### config.mk
export PLATFORM = sky130hd
export DESIGN_NAME = fifo_wr_arbiter
export DESIGN_NICKNAME = d
export VERILOG_FILES = /design/src/rtl/fifo_arb_pkg.sv /design/src/rtl/fifo_wr_arbiter_rr_pick.sv /design/src/rtl/fifo_wr_arbiter.sv
export SDC_FILE = /design/constraint.sdc
export NUM_CORES = 1
export LEC_CHECK = 0
export BUFFER_PORTS_ARGS = -buffer_cell sky130_fd_sc_hd__buf_2
export CELL_PAD_IN_SITES_DETAIL_PLACEMENT = 2
export CELL_PAD_IN_SITES_GLOBAL_PLACEMENT = 2
export CORE_MARGIN = 2
export CORE_UTILIZATION = 25
export CTS_CLUSTER_SIZE = 8
export DETAILED_ROUTE_END_ITERATION = 16
export GPL_TIMING_DRIVEN = 0
export PLACE_DENSITY_LB_ADDON = 0.25
export SYNTH_ARGS = -nofsm -noshare
export SYNTH_HDL_FRONTEND = slang
export SYNTH_HIERARCHICAL = 1
export SYNTH_SLANG_ARGS = --single-unit
### constraint.sdc
create_clock -name clk_i -period 3.7 [get_ports clk_i]
set_input_delay 0.74 -clock clk_i [delete_from_list [all_inputs] [get_ports clk_i]]
set_output_delay 0.74 -clock clk_i [all_outputs]
set_load 0.02 [all_outputs]
### src/rtl/fifo_arb_pkg.sv
// Shared types and helpers for the FIFO write-port arbiter and related schedulers.
package fifo_arb_pkg;

  typedef enum logic {
    ST_IDLE  = 1'b0,
    ST_GRANT = 1'b1
  } arb_state_e;

  localparam int MAX_NREQ  = 8;
  localparam int MAX_IDX_W = 3;

  // ceil(log2(n)), never less than 1 so a 1-entry space still has a usable width.
  function automatic int clog2_min1(input int n);
    int r;
    r = 0;
    for (int i = 0; i < 16; i++) begin
      if ((1 << i) < n) r = i + 1;
    end
    return (r < 1) ? 1 : r;
  endfunction

  function automatic logic [MAX_NREQ-1:0] onehot(input int idx);
    logic [MAX_NREQ-1:0] v;
    v = '0;
    v[idx[MAX_IDX_W-1:0]] = 1'b1;
    return v;
  endfunction

endpackage

### src/rtl/fifo_wr_arbiter_rr_pick.sv
// Combinational round-robin picker: first set request at or after rr_ptr_i, wrapping.
module rr_pick #(
  parameter int NREQ  = 4,
  parameter int IDX_W = 2
) (
  input  logic [NREQ-1:0]  req_i,
  input  logic [IDX_W-1:0] rr_ptr_i,
  output logic             found_o,
  output logic [IDX_W-1:0] idx_o
);

  localparam logic [IDX_W:0] L_N = (IDX_W + 1)'(NREQ);

  logic [NREQ-1:0]  w_rot;
  logic [IDX_W-1:0] w_off;
  logic [IDX_W:0]   w_sum;

  // Rotate so the pointer position lands on bit 0, then take the lowest set bit.
  assign w_rot = NREQ'({req_i, req_i} >> rr_ptr_i);

  always_comb begin
    found_o = 1'b0;
    w_off   = '0;
    for (int i = NREQ - 1; i >= 0; i--) begin
      if (w_rot[i]) begin
        found_o = 1'b1;
        w_off   = IDX_W'(i);
      end
    end
  end

  assign w_sum = {1'b0, rr_ptr_i} + {1'b0, w_off};
  assign idx_o = (w_sum >= L_N) ? IDX_W'(w_sum - L_N) : w_sum[IDX_W-1:0];

endmodule

### src/rtl/fifo_wr_arbiter.sv
// Round-robin burst arbiter sharing one FIFO write port among NREQ producers.
module fifo_wr_arbiter
  import fifo_arb_pkg::*;
#(
  parameter int NREQ  = 4,
  parameter int WIDTH = 8,
  parameter int BURST = 4,
  parameter int IDX_W = clog2_min1(NREQ),
  parameter int CNT_W = clog2_min1(BURST)
) (
  input  logic                  clk_i,
  input  logic                  rst_i,
  input  logic [NREQ-1:0]       req_i,
  input  logic [NREQ*WIDTH-1:0] wdata_i,
  input  logic                  full_i,
  output logic [NREQ-1:0]       gnt_o,
  output logic [NREQ-1:0]       ack_o,
  output logic                  fifo_wr_en_o,
  output logic [WIDTH-1:0]      fifo_wdata_o,
  output logic [IDX_W-1:0]      owner_o,
  output logic                  busy_o
);

  localparam logic [CNT_W-1:0] L_LAST = CNT_W'(BURST - 1);
  localparam logic [IDX_W-1:0] L_TOP  = IDX_W'(NREQ - 1);

  arb_state_e       r_state, w_state_nx;
  logic [IDX_W-1:0] r_owner, w_owner_nx;
  logic [IDX_W-1:0] r_rr, w_rr_nx;
  logic [NREQ-1:0]  r_gnt, w_gnt_nx;
  logic [CNT_W-1:0] r_cnt, w_cnt_nx;
  logic [IDX_W-1:0] w_pick_idx;
  logic [NREQ-1:0]  w_own_oh;
  logic             w_found, w_busy, w_own_req, w_beat, w_release;

  rr_pick #(
    .NREQ  (NREQ),
    .IDX_W (IDX_W)
  ) u_rr_pick (
    .req_i    (req_i),
    .rr_ptr_i (r_rr),
    .found_o  (w_found),
    .idx_o    (w_pick_idx)
  );

  assign w_busy    = (r_state == ST_GRANT);
  assign w_own_req = req_i[r_owner];
  // rst_i gating keeps the write strobe dead for the whole reset window.
  assign w_beat    = w_busy & w_own_req & ~full_i & rst_i;
  assign w_own_oh  = NREQ'(onehot(int'(r_owner)));

  always_comb begin
    w_state_nx = r_state;
    w_owner_nx = r_owner;
    w_gnt_nx   = r_gnt;
    w_cnt_nx   = r_cnt;
    w_rr_nx    = r_rr;
    w_release  = 1'b0;
    case (r_state)
      ST_IDLE: begin
        if (w_found) begin
          w_state_nx = ST_GRANT;
          w_owner_nx = w_pick_idx;
          w_gnt_nx   = NREQ'(onehot(int'(w_pick_idx)));
          w_cnt_nx   = '0;
        end
      end
      ST_GRANT: begin
        if (!w_own_req) begin
          w_release = 1'b1;
        end else if (w_beat) begin
          if (r_cnt == L_LAST) w_release = 1'b1;
          else                 w_cnt_nx  = r_cnt + 1'b1;
        end
      end
      default: w_state_nx = ST_IDLE;
    endcase
    if (w_release) begin
      w_state_nx = ST_IDLE;
      w_gnt_nx   = '0;
      w_cnt_nx   = '0;
      w_rr_nx    = (r_owner == L_TOP) ? '0 : r_owner + 1'b1;
    end
  end

  always_ff @(posedge clk_i or negedge rst_i) begin
    if (!rst_i) begin
      r_state <= ST_IDLE;
      r_owner <= '0;
      r_gnt   <= '0;
      r_cnt   <= '0;
      r_rr    <= '0;
    end else begin
      r_state <= w_state_nx;
      r_owner <= w_owner_nx;
      r_gnt   <= w_gnt_nx;
      r_cnt   <= w_cnt_nx;
      r_rr    <= w_rr_nx;
    end
  end

  assign gnt_o        = r_gnt;
  assign ack_o        = w_beat ? w_own_oh : '0;
  assign fifo_wr_en_o = w_beat;
  assign fifo_wdata_o = w_busy ? wdata_i[int'(r_owner)*WIDTH +: WIDTH] : '0;
  assign owner_o      = r_owner;
  assign busy_o       = w_busy;

endmodule

==> impl_metrics.ini, run 1 <==
[routing]
via_count = 1169
final_antenna_net_count = 0
drc = 0
firstDrtPassIters = 4
wl_mm = 3.97
drt_iter0_drc = 18
wl_per_cell_um = 17.1
via_per_inst = 5.04

[cells_and_area]
antennaDiodeCount = 0
multi_input_area_um2 = 865
seq_area_um2 = 275
layout_commonest_cell = buf_2
nFillCells = 554
final_net_count = 224
final_cell_mix = buf_2 (58), dfrtp_1 (11), nor2b_1 (10), and2_1 (10), nand2_1 (10)
syn_to_final_growth_pct = 33.9
layout-drive-gt1-share_pct = 42.1

[worst_setup_path]
crit_top_cell = buf_2
critPathRequiredTime_ns = 2.96
path_buf_inv = 3
cp_slowest_cell = clkbuf_1
path_cells = buf_2 -> nor2b_1 -> clkbuf_1 -> and3_1 -> buf_2
crit_cells = 5
cp-start-kind = input port
r2r_cells = 10
critPathMaxStageDelay_ns = 0.35
path_max_fanout = 12
path_delay_family = buffers and inverters
worstSetupPathType = in -> out
end_kind = output pin
r2r_slack_ns = 1.38
cp.arrival_ns = 2.06

[timing]
hold_viol_final = 0
setup_violations = 0
maxSlewHeadroom_pct = 71.5
finalClockSkew_ns = 0.00102
max_freq_mhz = 357
rsz0062_at_grt = false
fin_ws_ns = 0.900
finalCriticalPeriod_ns = 2.80
post-route-period-util_pct = 75.7
setup_tns_ns = 0
drv_slew = 0
worst_slew_pin_slew_ns = 0.424

[synthesis]
syn_nets = 161
synth_cell_types = 38
yosys_warnings = 6
synth_edf_count = 0
synth_xor_area_share_pct = 1.47
avgSynthCellArea_um2 = 10.2
synthAdderAreaFrac_pct = 6.32
synth_top_family_by_area = multiplexers
synth.ff_latch_count = 11
synth_ff_type = dfrtp_1
synthArstFlopShare_pct = 100
synth_area_leaders = dfrtp_1 (23%), mux4_1 (13%), ha_1 (6.3%), and2_1 (5.3%), nor2b_1 (5.3%)
synth-compound-area-share_pct = 15.7
synth_mux_area_share_pct = 26.4
yosysTopAreaCellShare_pct = 23.2
yosysTopAreaCell = dfrtp_1
synth-simple-area-share_pct = 22.8
synth_area_um2 = 1190
ys_seq_area_share_pct = 23.2
syn_inst = 116

[clock_network]
cts_resized = 0
clkLatencyLatePin_ns = 0.24
clk_pin_slew_ns = 0.05
numCtsBuffers = 3
ctsLongestPathBuffers = 2
cts_root_buf = clkbuf_8
cts_tree = yes
cts_htree_levels = 1
cts_sinks = 11
cts-hold-fix-buffers = 0
cts_setup_buffers = 0

[placement]
dp_hpwl_mm = 3.32
dpl_worst_slack_ns = 0.841
place.gp.congestion = 0.764
port-buffer-count = 58

[global_route]
grt_first_pass_wirelength_mm = 6.47
antenna_found_initial = 0
globalRouteOverflowTotal = 0
grt_pass1_vias = 1318
grt_max_degree = 13
grtUsageTotal_pct = 16.2

[floorplan]
rows = 25
num_io_pins = 59
initial_core_util_pct = 25.5
die-area_um2 = 5320
die_w_um = 73.0
die_y_um = 73.0
coreArea_um2 = 4660

[pwr]
leakagePower_nw = 0.806
finalPower_w = 0.00121
ir_drop_mv = 0.215
p_per_area_nw_per_um2 = 757

[min_path]
hold_class = in -> async

[outcome]
status = finished, final reports clean

[flow_run]
maxCapViolCount = 0
-- cell families (layout without fill, tap and decap cells) --
family,count (synthesis),after routing
AO/OA/AOI/OAI,22,22
buffers and inverters,10,72
multiplexers,17,17
adder cells (fa/ha/maj),6,6
flip-flops,11,11
AND/OR/NAND/NOR,48,48
XOR/XNOR,2,2
-- worst paths after layout --
kind / from / end
max: rst_i / ack_o[0]
min: rst_i / gnt_o[3]$_DFFE_PN0P_
max reg2reg: r_rr[1]$_DFFE_PN0N_ / gnt_o[2]$_DFFE_PN0P_
min reg2reg: r_cnt[1]$_DFFE_PN0P_ / r_cnt[1]$_DFFE_PN0P_
max in group asynchronous: rst_i / owner_o[1]$_DFFE_PN0P_
min in group clk_i: r_cnt[1]$_DFFE_PN0P_ / r_cnt[1]$_DFFE_PN0P_
-- layer usage --
layer,part of all wire [%],up-vias,GRT usage [%],wire length [um]
li1,-,555,-,-
met3,2.4,10,2.49,96
met1,38,583,17.1,1520
met2,57,21,31.3,2260
met4,2.4,0,7.41,97
met5,0,-,0,0
-- synth_stat cells, types with 3 or more instances --
cell	instances
dfrtp_1	11
and2_1	10
nand2_1	10
nor2b_1	10
ha_1	6
mux4_1	6
nor2_1	5
o22ai_1	5
and3_1	4
clkbuf_1	4
inv_1	4
mux2_4	4
mux2i_1	4
o21ai_0	4
nand2b_1	3
-- report_power, final --
| group | leakage [nW] | internal, W | total [W] | switching [W] |
|---|---|---|---|---|
| combinational | 0.643 | 0.000390 | 0.000845 | 0.000455 |
| clock | 0.0228 | 0.0000762 | 0.000128 | 0.0000516 |
| sequential | 0.140 | 0.000163 | 0.000233 | 0.0000693 |
| total | 0.806 | 0.000630 | 0.00121 | 0.000576 |
-- flip-flops by register name, summed over array words and instances, names as in the netlist --
register  count
gnt_o         4
owner_o       2
r_cnt         2
r_rr          2
busy_o        1
-- final cells by class --
class | instances | share of cell area, %
inverter | 4 | 0.943
multi-input combinational | 95 | 54.3
tap | 54 | 4.25
sequential | 11 | 17.3
clock buffer | 4 | 2.83
buffer | 6 | 2.12
timing repair buffer | 58 | 18.2
-- metrics by stage --
stage          utilization, %  cell area (um^2)  instances  hold WS (ns)
2_1_floorplan               -              1190        116         0.444
3_3_place_gp             33.2              1550        228         0.482
3_5_place_dp             33.2              1550        228         0.488
4_1_cts                  34.1              1590        232         0.378
5_1_grt                  34.1              1590        232         0.382
6_report                 34.1              1590        232         0.373
(Power assumes the default switching activity.)
==> run 2, diff against run 1 <==
--- a/config.mk
+++ b/config.mk
@@ -9,7 +9,7 @@
 export CELL_PAD_IN_SITES_DETAIL_PLACEMENT = 2
 export CELL_PAD_IN_SITES_GLOBAL_PLACEMENT = 2
 export CORE_MARGIN = 2
-export CORE_UTILIZATION = 25
+export CORE_UTILIZATION = 24
 export CTS_CLUSTER_SIZE = 8
 export DETAILED_ROUTE_END_ITERATION = 16
 export GPL_TIMING_DRIVEN = 0
==> constraint.sdc (replaced) <==
create_clock -name clk_i -period 2.4 [get_ports clk_i]
set_input_delay 0.48 -clock clk_i [delete_from_list [all_inputs] [get_ports clk_i]]
set_output_delay 0.48 -clock clk_i [all_outputs]
set_load 0.02 [all_outputs]
==> impl_metrics.ini, run 2 (same netlist as run 1, synthesis figures left out) <==
[clock_network]
cts_root_buf = clkbuf_8
numCtsBuffers = 3
clk_pin_slew_ns = 0.06
ctsLongestPathBuffers = 2
clkLatencyLatePin_ns = 0.24
cts_tree = yes
cts_htree_levels = 1
cts_sinks = 11

[routing]
via_per_inst = 4.83
final_antenna_net_count = 0
drt_iter0_drc = 20
wl_mm = 4.17
wl_per_cell_um = 16.6
drc = 0
firstDrtPassIters = 4
via_count = 1213

[floorplan]
rows = 25
die_y_um = 74.4
die_w_um = 74.4
die-area_um2 = 5530
num_io_pins = 59
coreArea_um2 = 4750
initial_core_util_pct = 25.0

[cells_and_area]
largest_reg_flops = 4
syn_to_final_growth_pct = 41.1
final_net_count = 230
fin_cells = 251
final_cell_mix = buf_2 (58), nor2b_1 (10), and2_1 (10), nand2_1 (10), dfrtp_1 (8)
layout_commonest_cell = buf_2
antennaDiodeCount = 0
layout-drive-gt1-share_pct = 47.3
fin_util_pct = 35.3

[global_route]
grt_pass1_vias = 1321
antenna_found_initial = 0
grtUsageTotal_pct = 15.6
globalRouteOverflowTotal = 0
grt_max_degree = 13
grt_first_pass_wirelength_mm = 6.50

[worst_setup_path]
cp_slowest_cell = dfrtp_2
end_kind = output pin
critPathMaxStageDelay_ns = 0.45
critPathRequiredTime_ns = 1.92
path_buf_inv = 2
path_max_fanout = 10
path_delay_family = flip-flops
worstSetupPathType = reg -> out
r2r_cells = 10
path_cells = buf_6 -> mux2_4 -> a22o_1 -> and3_1 -> buf_2
timing.rr.start = r_rr[1]$_DFFE_PN0N_
r2r_slack_ns = 0.19
cp-start-kind = register
r2r-end = gnt_o[2]$_DFFE_PN0P_
cp.arrival_ns = 1.81
crit_path_start = owner_o[1]$_DFFE_PN0P_
crit_cells = 5
cp-endpoint = ack_o[2]

[flow_run]
maxCapViolCount = 0

[timing]
hold_viol_final = 0
maxSlewHeadroom_pct = 67.6
post-route-period-util_pct = 95.4
finalCriticalPeriod_ns = 2.29
max_freq_mhz = 437
finalClockSkew_ns = 0.00144
setup_violations = 0
drv_slew = 0
rsz0062_at_grt = false
worst_slew_pin_slew_ns = 0.486
fin_ws_ns = 0.110

[pwr]
ir_drop_mv = 0.358
leakagePower_nw = 0.846
p_per_area_nw_per_um2 = 1190

[min_path]
hold_class = in -> async

[placement]
port-buffer-count = 58
place.gp.congestion = 0.751
dpl_worst_slack_ns = -0.0746
dp_hpwl_mm = 3.33
placed_cells = 241

[outcome]
status = finished, final reports clean
## run 2: final cells by class
| type | instances | area, um^2 |
|---|---|---|
| buffer | 6 | 38.8 |
| clock buffer | 4 | 45.0 |
| fill | 543 | 3080 |
| inverter | 4 | 15.0 |
| multi-input combinational | 95 | 880 |
| sequential | 11 | 279 |
| tap | 67 | 83.8 |
| timing repair buffer | 64 | 335 |
## run 2: through the flow
step | TNS [ns] | instance area (um^2) | power (W) | hold WS, ns
2_1_floorplan | 0 | 1190 | 0.00130 | 0.184
6_report | 0 | 1680 | 0.00200 | 0.114
5_1_grt | 0 | 1680 | 0.00216 | 0.126
4_1_cts | 0 | 1610 | 0.00190 | 0.128
3_3_place_gp | 0 | 1560 | 0.00162 | 0.381
3_5_place_dp | -0.145 | 1560 | 0.00169 | 0.390
## run 2: metal layers
metal	GRT usage (%)	vias to the layer above	wire length (um)
li1	-	568	-
met1	18.7	618	1780
met2	28.5	21	2240
met3	3.39	6	97
met4	3.37	0	45
met5	0	-	0
## run 2: repair_timing
item / in CTS / in global routing
pin swaps: 0 / 1
gates resized for setup: 1 / 7
hold endpoints to repair: 0 / 0
endpoints found under the setup margin: 5 / 9
buffers inserted: 0 / 6
hold buffers: 0 / 0
## run 2: worst min path at each step
| stage | to | cells past startpoint | slack [ns] |
|---|---|---|---|
| final | gnt_o[2]$_DFFE_PN0P_ | 1 | 0.11 |
| after floorplan | busy_o$_DFF_PN0_ | 0 | 0.18 |
| after CTS | gnt_o[2]$_DFFE_PN0P_ | 1 | 0.13 |
| after detailed placement | gnt_o[2]$_DFFE_PN0P_ | 1 | 0.39 |
| after global placement | r_cnt[0]$_DFFE_PN0P_ | 1 | 0.38 |
| after global routing | r_cnt[0]$_DFFE_PN0P_ | 1 | 0.13 |
## run 2: power breakdown
group	internal, W	leakage, nW	switching [W]	total (W)
logic	0.000691	0.686	0.000755	0.00145
registers	0.000257	0.137	0.0000957	0.000353
clock network	0.000117	0.0228	0.0000805	0.000198
==> run 3, diff against run 2 <==
--- a/config.mk
+++ b/config.mk
@@ -13,7 +13,7 @@
 export CTS_CLUSTER_SIZE = 8
 export DETAILED_ROUTE_END_ITERATION = 16
 export GPL_TIMING_DRIVEN = 0
-export PLACE_DENSITY_LB_ADDON = 0.25
+export PLACE_DENSITY = 0.8
 export SYNTH_ARGS = -nofsm -noshare
 export SYNTH_HDL_FRONTEND = slang
 export SYNTH_HIERARCHICAL = 1
==> impl_metrics.ini, run 3 (same netlist as run 1, synthesis figures left out) <==
[outcome]
status = finished, final reports clean

[routing]
wl_mm = 3.86
firstDrtPassIters = 4
drt_iter0_drc = 50
final_antenna_net_count = 0
via_per_inst = 4.73
drc = 0
wl_per_cell_um = 15.8
via_count = 1158

[floorplan]
die_w_um = 74.4
rows = 25
num_io_pins = 59
die-area_um2 = 5530
initial_core_util_pct = 25.0
coreArea_um2 = 4750
die_y_um = 74.4

[timing]
max_freq_mhz = 438
finalClockSkew_ns = 0.00165
worst_slew_pin_slew_ns = 0.449
hold_viol_final = 0
setup_tns_ns = 0
finalCriticalPeriod_ns = 2.28
holdWs_ns = 0.121
setup_violations = 0
maxSlewHeadroom_pct = 70.1
drv_slew = 0
post-route-period-util_pct = 95.2

[global_route]
grt_max_degree = 13
use_met2_pct = 28.0
grt_first_pass_wirelength_mm = 6.45
globalRoute.busiestLayer = met2
grtUsageTotal_pct = 15.5
globalRouteOverflowTotal = 0
grt_pass1_vias = 1246
use_met1_pct = 18.9
antenna_found_initial = 0
met3_usage_pct = 3.52

[placement]
port-buffer-count = 58
dp_hpwl_mm = 3.04
placed_cells = 241
place.gp.congestion = 0.792

[clock_network]
numCtsBuffers = 3
cts_resized = 1
clk_pin_slew_ns = 0.06
cts_setup_buffers = 0
cts_tree = yes
cts_sinks = 11
cts_htree_levels = 1
cts_root_buf = clkbuf_8
clkLatencyLatePin_ns = 0.24
ctsLongestPathBuffers = 2
cts-hold-fix-buffers = 0

[worst_setup_path]
path_delay_family = flip-flops
path_buf_inv = 2
cp-start-kind = register
end_kind = output pin
r2r_cells = 10
r2r_slack_ns = 0.19
critPathRequiredTime_ns = 1.92
crit_cells = 5
cp.arrival_ns = 1.80
critPathMaxStageDelay_ns = 0.45
path_max_fanout = 10
path_cells = buf_6 -> mux2_4 -> a22o_1 -> and3_1 -> buf_2
worstSetupPathType = reg -> out
cp_slowest_cell = dfrtp_2

[cells_and_area]
layout_commonest_cell = buf_2
syn_to_final_growth_pct = 36.5
final_cell_mix = buf_2 (58), nor2b_1 (10), and2_1 (10), nand2_1 (10), dfrtp_1 (9)
largest_reg_flops = 4
final_net_count = 224
antennaDiodeCount = 0
layout-drive-gt1-share_pct = 44.4
fin_cells = 245

[pwr]
p_per_area_nw_per_um2 = 1160
finalPower_w = 0.00188
ir_drop_mv = 0.300
leakagePower_nw = 0.813

[min_path]
hold_class = in -> async

[flow_run]
maxCapViolCount = 0
==> run 3: where the power goes <==
part	leakage [nW]	internal [W]	total, W	switching (W)
clock	0.0228	0.000117	0.000196	0.0000788
sequential	0.138	0.000255	0.000365	0.000110
combinational	0.652	0.000620	0.00132	0.000700
total	0.813	0.000993	0.00188	0.000889
==> run 3: through the flow <==
step	utilization, %	instance area [um^2]	setup slack, ns
final	34.1	1620	0.115
after global routing	34.1	1620	-0.00205
after floorplan	-	1190	0.375
after detailed placement	32.9	1560	-0.0108
after global placement	32.9	1560	0.0269
after CTS	33.8	1610	0.0323
==> run 3: final cells by class <==
class	instances	area (um^2)
Timing Repair Buffer	58	290
Clock buffer	4	45.0
Fill cell	578	3130
Inverter	4	15.0
Multi-Input combinational cell	95	872
Tap cell	67	83.8
Sequential cell	11	278
Buffer	6	38.8
==> run 3: path summary, 6_finish.rpt <==
| check | startpoint | end |
|---|---|---|
| max | owner_o[1]$_DFFE_PN0P_ | ack_o[2] |
| min | rst_i | owner_o[1]$_DFFE_PN0P_ |
| min reg2reg | r_cnt[1]$_DFFE_PN0P_ | r_cnt[1]$_DFFE_PN0P_ |
| max reg2reg | r_rr[1]$_DFFE_PN0N_ | gnt_o[2]$_DFFE_PN0P_ |
| min in group clk_i | r_cnt[1]$_DFFE_PN0P_ | r_cnt[1]$_DFFE_PN0P_ |
| max in group asynchronous | rst_i | owner_o[0]$_DFFE_PN0P_ |
==> run 3: metal layers <==
metal	wire, um	vias to the layer above
met1	1590	584
met3	100	4
met5	0	-
met4	44	0
met2	2130	18
li1	-	552
